[config.mk]
export PLATFORM = sky130hd
export DESIGN_NAME = aoi2222_bus_arbiter
export DESIGN_NICKNAME = d
export VERILOG_FILES = /design/src/rtl/aoi2222_bus_arbiter.sv
export SDC_FILE = /design/constraint.sdc
export NUM_CORES = 1
export LEC_CHECK = 0
export CORE_UTILIZATION = 39
export DETAILED_ROUTE_END_ITERATION = 7
export GPL_ROUTABILITY_DRIVEN = 0
export GPL_TIMING_DRIVEN = 1
export PLACE_DENSITY = 0.75
export SYNTH_ARGS = -nofsm -noshare
export SYNTH_HDL_FRONTEND = slang
export SYNTH_SLANG_ARGS = --single-unit
[constraint.sdc]
create_clock -name CLK -period 2 [get_ports CLK]
set_clock_uncertainty 0.15 [all_clocks]
set_input_delay 0.2 -clock CLK [delete_from_list [all_inputs] [get_ports CLK]]
set_output_delay 0.2 -clock CLK [all_outputs]
set_load 0.005 [all_outputs]
[src/rtl/aoi2222_bus_arbiter.sv]
// Round-robin arbiter that time-shares one aoi2222 inverting AND-OR mux among four requesters.
// Grants are registered and one-hot, with a bounded hold time and a dead cycle between owners.
module aoi2222_bus_arbiter #(
    parameter int unsigned N        = 8,
    parameter int unsigned HOLD_MAX = 4,
    parameter int unsigned DPFLAG   = 0
) (
    input  logic         CLK,
    input  logic         RESET,
    input  logic [3:0]   REQ,
    output logic [3:0]   GNT,
    output logic [N-1:0] SEL0,
    output logic [N-1:0] SEL1,
    output logic [N-1:0] SEL2,
    output logic [N-1:0] SEL3,
    output logic         BUSY,
    output logic [1:0]   OWNER
);

    typedef enum logic [1:0] {StIdle, StGrant, StTurn} state_e;

    localparam logic [7:0] CntMax = 8'(HOLD_MAX - 1);

    state_e     state_q, state_d;
    logic [1:0] ptr_q, ptr_d;
    logic [1:0] owner_q, owner_d;
    logic [7:0] cnt_q, cnt_d;
    logic [3:0] gnt_q, gnt_d;

    logic [1:0] winner;
    logic [3:0] others;
    logic       release_own;

    // Cell-library compatibility flag; intentionally has no effect on the logic.
    if (DPFLAG != 0) begin : g_dpflag
    end

    // Circular search from ptr_q; descending loop so the nearest requester wins.
    always_comb begin
        winner = ptr_q;
        for (int k = 3; k >= 0; k--) begin
            if (REQ[ptr_q + 2'(k)]) begin
                winner = ptr_q + 2'(k);
            end
        end
    end

    always_comb begin
        others      = REQ & ~(4'b0001 << owner_q);
        release_own = !REQ[owner_q] || ((cnt_q == CntMax) && (others != 4'b0000));
    end

    always_comb begin
        state_d = state_q;
        ptr_d   = ptr_q;
        owner_d = owner_q;
        cnt_d   = cnt_q;
        gnt_d   = gnt_q;
        case (state_q)
            StIdle, StTurn: begin
                gnt_d = 4'b0000;
                cnt_d = 8'd0;
                if (REQ != 4'b0000) begin
                    state_d = StGrant;
                    gnt_d   = 4'b0001 << winner;
                    owner_d = winner;
                end else begin
                    state_d = StIdle;
                end
            end
            StGrant: begin
                if (release_own) begin
                    state_d = StTurn;
                    gnt_d   = 4'b0000;
                    ptr_d   = owner_q + 2'd1;
                    cnt_d   = 8'd0;
                end else if (cnt_q < CntMax) begin
                    cnt_d = cnt_q + 8'd1;
                end
            end
            default: begin
                state_d = StIdle;
                gnt_d   = 4'b0000;
            end
        endcase
    end

    always_ff @(posedge CLK or posedge RESET) begin
        if (RESET) begin
            state_q <= StIdle;
            ptr_q   <= 2'd0;
            owner_q <= 2'd0;
            cnt_q   <= 8'd0;
            gnt_q   <= 4'b0000;
        end else begin
            state_q <= state_d;
            ptr_q   <= ptr_d;
            owner_q <= owner_d;
            cnt_q   <= cnt_d;
            gnt_q   <= gnt_d;
        end
    end

    assign GNT   = gnt_q;
    assign SEL0  = {N{gnt_q[0]}};
    assign SEL1  = {N{gnt_q[1]}};
    assign SEL2  = {N{gnt_q[2]}};
    assign SEL3  = {N{gnt_q[3]}};
    assign BUSY  = |gnt_q;
    assign OWNER = owner_q;

endmodule

## After elaboration in Yosys (flattened, before gate mapping)

Index checks and enable logic that the tools add are counted.

| operators by class | value |
|---|---|
| add/sub/neg operators | 5 |
| shift-type cells | 2 |
| reduce and logical (&&, ||, !) cells | 12 |
| order comparisons | 6 |
| eq/ne operators | 5 |
| bitwise logic cells | 2 |
| muxes and demuxes | 23 |

Operators with widths:

| kind | number |
|---|---|
| 2-to-1 mux 8 bit | 2 |
| one-hot mux 8 bit (2 select lines) | 1 |
| less-than comparator 2 x 3 -> 1 bit (second input constant) | 5 |
| binary-select mux 1 bit (select 2 bit) | 5 |
| 2-to-1 mux 2 bit | 5 |
| adder 8 x 1 -> 8 bit (second input constant) | 1 |
| equality test 8 x 2 -> 1 bit (second input constant) | 1 |
| less-than comparator 8 x 2 -> 1 bit (second input constant) | 1 |
| 2-to-1 mux 4 bit | 2 |
| one-hot mux 4 bit (2 select lines) | 1 |
| nonzero test 4 bit | 2 |
| << shifter 1 x 2 -> 4 bit (first input constant) | 2 |
| 2-to-1 mux 1 bit | 6 |
| AND reduction 2 bit | 3 |
| adder 2 x 1 -> 2 bit (second input constant) | 2 |
| adder 2 bit (second input constant) | 2 |
| AND 4 bit | 1 |
| NOT 4 bit | 1 |
| one-hot mux 2 bit (2 select lines) | 1 |
| OR reduction 4 bit | 1 |
| inequality test 3 bit (second input constant) | 1 |
| equality test 2 x 1 -> 1 bit (second input constant) | 1 |
| equality test 2 bit (second input constant) | 1 |
| logical NOT 2 bit | 1 |
| other kinds (6) | 6 |

| storage, ports and cells | value |
|---|---|
| bits in registers | 18 |
| output and inout port bits | 39 |

## Logic depth before layout (Yosys ltp)

| logic depth | value |
|---|---|
| depth in word-level cells | 10 |
| gate-level depth with buffers | 8 |
| depth with buffers taken out | 7 |

## Least setup slack after synthesis

OpenSTA, ideal clock, no wires.

| timing path | value |
|---|---|
| kind | reg2reg |
| from | reg owner_q[0] (netlist: OWNER[0]) |
| to | reg ptr_q[0] |
| stages on the path, launching flop included | 8 |
| path buffers | 0 |
| period minus slack after synthesis | 1.954 ns |
| arrival | 1.679 ns |
| slack | 0.046 ns |
| setup time | 0.125 ns |
| cells stage by stage | dfrtp_1 inv_1 ha_1 nor2b_1 o41ai_1 o21a_2 nor3b_4 mux2_2 |

| between the ends | value |
|---|---|
| word-level cells in the longest chain between the ends | 7 |

RTL lines:

| what | line | RTL |
|---|---|---|
| start, declared | 26 | `logic [1:0] owner_q, owner_d;` |
| start signal, assigned | 98 | `owner_q <= owner_d;` |
| << shifter 1 x 2 -> 4 bit | 49 | `others = REQ & ~(4'b0001 << owner_q);` |
| NOT 4 bit | 49 |  |
| AND 4 bit | 49 |  |
| nonzero test 4 bit | 50 | `release_own = !REQ[owner_q] \|\| ((cnt_q == CntMax) && (others != 4'b0000));` |
| logical AND 1 bit | 50 |  |
| logical OR 1 bit | 50 |  |
| AND reduction 2 bit (no source line) | - |  |
| end signal, assigned | 97 | `ptr_q <= ptr_d;` |
| end, declared | 25 | `logic [1:0] ptr_q, ptr_d;` |

Several ways; a longest one is shown, not always the timed one. The select of a mux whose other input is x is not followed.
A chain may end at the register's enable or synchronous reset.

## Final worst setup path

| timing path | value |
|---|---|
| from | reg owner_q[1] (netlist: OWNER[1]) |
| to | reg gnt_q[0] (netlist: GNT[0]) |

| between the ends | value |
|---|---|
| word-level cells in the longest chain between the ends | 7 |

RTL lines:

| what | line | RTL |
|---|---|---|
| << shifter 1 x 2 -> 4 bit | 49 |  |
| NOT 4 bit | 49 |  |
| AND 4 bit | 49 |  |
| nonzero test 4 bit | 50 |  |
| logical AND 1 bit | 50 |  |
| logical OR 1 bit * | 50 |  |
| inequality test 2 bit (no source line) * | - |  |
| end signal, assigned | 100 | `gnt_q <= gnt_d;` |
| end, declared | 28 | `logic [3:0] gnt_q, gnt_d;` |

Mark *: on every way between the ends. The rest lies on a longest branch, timed or not. The select of a mux whose other input is x is not followed.

==> load_flow_metrics.sql <==
INSERT INTO impl_metrics (metric_group, metric, value, unit) VALUES
('finish', 'finish.net_count', '158', ''),
('power_and_ir_drop', 'logic_pwr_share', '66.9', '%'),
('timing', 'maxSlewViolCount', '0', ''),
('placed_design', 'placed_cell_area', '0.001481', 'mm²'),
('grt', 'antenna_found_initial', '0', ''),
('power_and_ir_drop', 'power_density', '1507', 'mW/mm²'),
('setup_path', 'critical_path_class', 'reg -> reg', ''),
('clock_tree', 'tritoncts_clock_tree', 'yes', ''),
('finish', 'instances_no_fill', '177', ''),
('synthesis', 'synthDominantAreaCellType', 'sky130_fd_sc_hd__dfrtp_1', ''),
('power_and_ir_drop', 'vdd_ir_drop_max', '0.0008661', 'V'),
('setup_path', 'arrival', '2090', 'ps'),
('finish', 'final-seq-area', '452.9', 'µm²'),
('clock_tree', 'worst_setup_hold_path_clk_slew', '100', 'ps'),
('timing', 'finalCriticalPeriod', '2015', 'ps'),
('synthesis', 'post-synth-top-area-fraction', '38.92', '%'),
('timing', 'final_min_period_over_clock_period', '100.8', '%'),
('die', 'floorplan_die_area', '0.003189', 'mm²'),
('clock_tree', 'cts_buffers', '3', ''),
('synthesis', 'ys_seq_area_share', '38.92', '%'),
('power_and_ir_drop', 'power.static_leakage', '0.7170', 'nW'),
('synthesis', 'yosys_warnings', '0', ''),
('die', 'die_h', '56.48', 'µm'),
('finish', 'area_delta_synth_final', '40.76', '%'),
('detailed_routing', 'dr.first_iter.drc_count', '35', ''),
('synthesis', 'synth_area', '0.001157', 'mm²'),
('grt', 'via_count_of_the_first_global_routing_pass', '775', ''),
('grt', 'wire_length_of_the_first_global_routing_pass', '3622', 'µm'),
('power_and_ir_drop', 'net_switching_share_of_the_total_power', '33.57', '%'),
('finish', 'final_design_area_no_fill', '0.001629', 'mm²'),
('power_and_ir_drop', 'clock_network_fraction_of_total_power', '8.9', '%'),
('clock_tree', 'cts-root-to-sink-buffers', '2', ''),
('setup_path', 'setup_crit_start', 'OWNER[1]', ''),
('setup_path', 'reg2reg_slack', '-20', 'ps'),
('detailed_routing', 'ant_nets', '0', ''),
('synthesis', 'synthTopCellsByArea', 'sky130_fd_sc_hd__dfrtp_1 39%, sky130_fd_sc_hd__buf_4 21%, sky130_fd_sc_hd__ha_1 5.4%', ''),
('detailed_routing', 'avgRoutedWirePerCell', '12.92', 'µm'),
('grt', 'groute.usage.overall', '14.97', '%'),
('worst_hold_path', 'min_path_type', 'in -> async', ''),
('timing', 'timing.final.ws_setup', '-15.06', 'ps'),
('synthesis', 'postSynthRegisterBits', '18', ''),
('grt', 'grt_max_degree', '19', ''),
('timing', 'worst-slew-pin-transition', '668.1', 'ps'),
('outcome', 'failing_checks', 'negative setup slack', ''),
('timing', 'setup_repair_after_global_routing_missed_its_margin', 'yes', ''),
('synthesis', 'synth_nets', '126', ''),
('die', 'die_width', '56.48', 'µm'),
('power_and_ir_drop', 'switching_power', '0.8241', 'mW'),
('die', 'design.core.area', '0.002781', 'mm²'),
('outcome', 'status', 'finished, violations left', ''),
('timing', 'timing.final.setup_violations', '7', ''),
('timing', 'max_freq', '0.4963', 'GHz'),
('finish', 'post_route_cells_drive_above_1_share', '28.77', '%'),
('timing', 'hold_violations', '0', ''),
('grt', 'overflow', '0', ''),
('setup_path', 'rr_worst_depth', '7', ''),
('run', 'maxCapViolations', '0', ''),
('setup_path', 'timing.critical_path.required', '2070', 'ps'),
('setup_path', 'timing.rr.start', 'OWNER[1]', ''),
('die', 'starting_utilization_of_the_core_area', '41.61', '%'),
('synthesis', 'ys_types', '29', ''),
('setup_path', 'regToRegEndpoint', 'GNT[0]', ''),
('finish', 'multi_input_area', '520.5', 'µm²'),
('detailed_routing', 'wl', '2287', 'µm'),
('timing', 'slew-limit-headroom', '55.41', '%'),
('detailed_routing', 'detail_route.first_pass.iterations', '4', ''),
('power_and_ir_drop', 'fraction_of_power_consumed_by_sequential_logic', '24.2', '%'),
('finish', 'diodes', '0', ''),
('clock_tree', 'clk_latency', '290', 'ps'),
('placed_design', 'port_buffers', '44', ''),
('setup_path', 'path_max_fanout', '7', '');
[Yosys cell counts, drive strengths merged]
| cell | instances |
|---|---|
| or4 | 1 |
| nor3 | 1 |
| and3b | 1 |
| mux4 | 1 |
| o21a | 2 |
| or2 | 1 |
| nor3b | 1 |
| o31a | 1 |
| o2bb2ai | 6 |
| nand2 | 6 |
| a221o | 1 |
| nor2b | 6 |
| nand2b | 3 |
| a31o | 1 |
| inv | 5 |
| a211o | 1 |
| ha | 5 |
| dfrtp | 18 |
| a21oi | 2 |
| nor4 | 1 |
| mux2 | 2 |
| o41ai | 1 |
| o21ai | 4 |
| buf | 33 |
| a21o | 1 |
| nor2 | 4 |
| and2 | 6 |
[how the worst max path moves through the flow]
stage / to / slack, ps / depth (start not counted)
after floorplan: ptr_q[0] / 50 / 7
after global placement: ptr_q[0] / -160 / 5
after detailed placement: ptr_q[0] / -210 / 5
after CTS: ptr_q[0] / -5 / 7
after global routing: GNT[0] / -70 / 7
final: GNT[0] / -20 / 7
[state kept, by name, summed over array words and instances, names as in the netlist]
register and flops:
cnt_q 8, GNT 4, ptr_q 2, state_q 2, OWNER 2
[layout by cell type, fill, tap and decap left out, drive strengths merged, types with 2 or more instances in the layout]
master,Yosys,final
clkdlybuf4s50,0,43
dfrtp,18,18
buf,33,16
nand2,6,6
nor2b,6,6
o2bb2ai,6,6
and2,6,6
inv,5,5
ha,5,5
nor2,4,4
o21ai,4,4
clkbuf,0,4
nand2b,3,3
mux2,2,2
a21oi,2,2
o21a,2,2
[power groups by stage]
stage / clock [mW] / sequential [mW] / combinational, mW
after global placement: 0 / 0.579 / 1.44
after detailed placement: 0 / 0.585 / 1.49
after floorplan: 0 / 0.633 / 0.839
after CTS: 0.227 / 0.580 / 1.51
final: 0.219 / 0.594 / 1.64
after global routing: 0.248 / 0.611 / 1.77
[kinds of logic after synthesis]
logic type | count (synthesis) | synth area share (%)
simple gates | 31 | 15.89
compound gates | 20 | 13.08
buf+inv | 38 | 22.81
fa+ha+maj | 5 | 5.405
flops | 18 | 38.92
mux | 3 | 3.892
[cell type report]
class                      instances  share of cell area (%)
multi-input combinational         59                   31.95
sequential                        18                   27.80
clock buffer                       4                   2.227
tap                               31                   2.381
inverter                           5                   1.306
timing repair buffer              60                   34.33
[metrics by stage]
| stage | total power [mW] | util [%] | setup slack, ps | TNS [ps] |
|---|---|---|---|---|
| 2_1_floorplan | 1.472 | - | 46.15 | 0 |
| 3_5_place_dp | 2.074 | 53.26 | -206.4 | -1536 |
| 4_1_cts | 2.320 | 55.15 | -5.122 | -6.084 |
| 5_1_grt | 2.627 | 58.57 | -70.64 | -509.4 |
| 3_3_place_gp | 2.024 | 53.26 | -164.7 | -1137 |
| 6_report | 2.455 | 58.57 | -15.06 | -43.55 |
[repair_timing]
item | in CTS | in global routing
pin swaps | 2 | 7
setup buffers | 2 | 3
setup endpoints to repair | 10 | 9
gates resized for setup | 5 | 16
[critical path, stage by stage, from the launching register on]
cell	delay (ps)
sky130_fd_sc_hd__dfrtp_2	460
sky130_fd_sc_hd__inv_2	80
sky130_fd_sc_hd__ha_2	160
sky130_fd_sc_hd__nor2b_1	50
sky130_fd_sc_hd__o41ai_1	350
sky130_fd_sc_hd__o21a_2	210
sky130_fd_sc_hd__and3b_2	340
sky130_fd_sc_hd__o2bb2ai_2	140
[routing by layer]
layer	vias up	share of wire [%]	global-route usage, %
li1	423	-	-
met1	424	42	16.94
met2	27	53	27.23
met3	2	4.6	4.147
met4	0	0.52	4.181
met5	-	0	0
No activity file was read; power rests on OpenSTA's default activity.
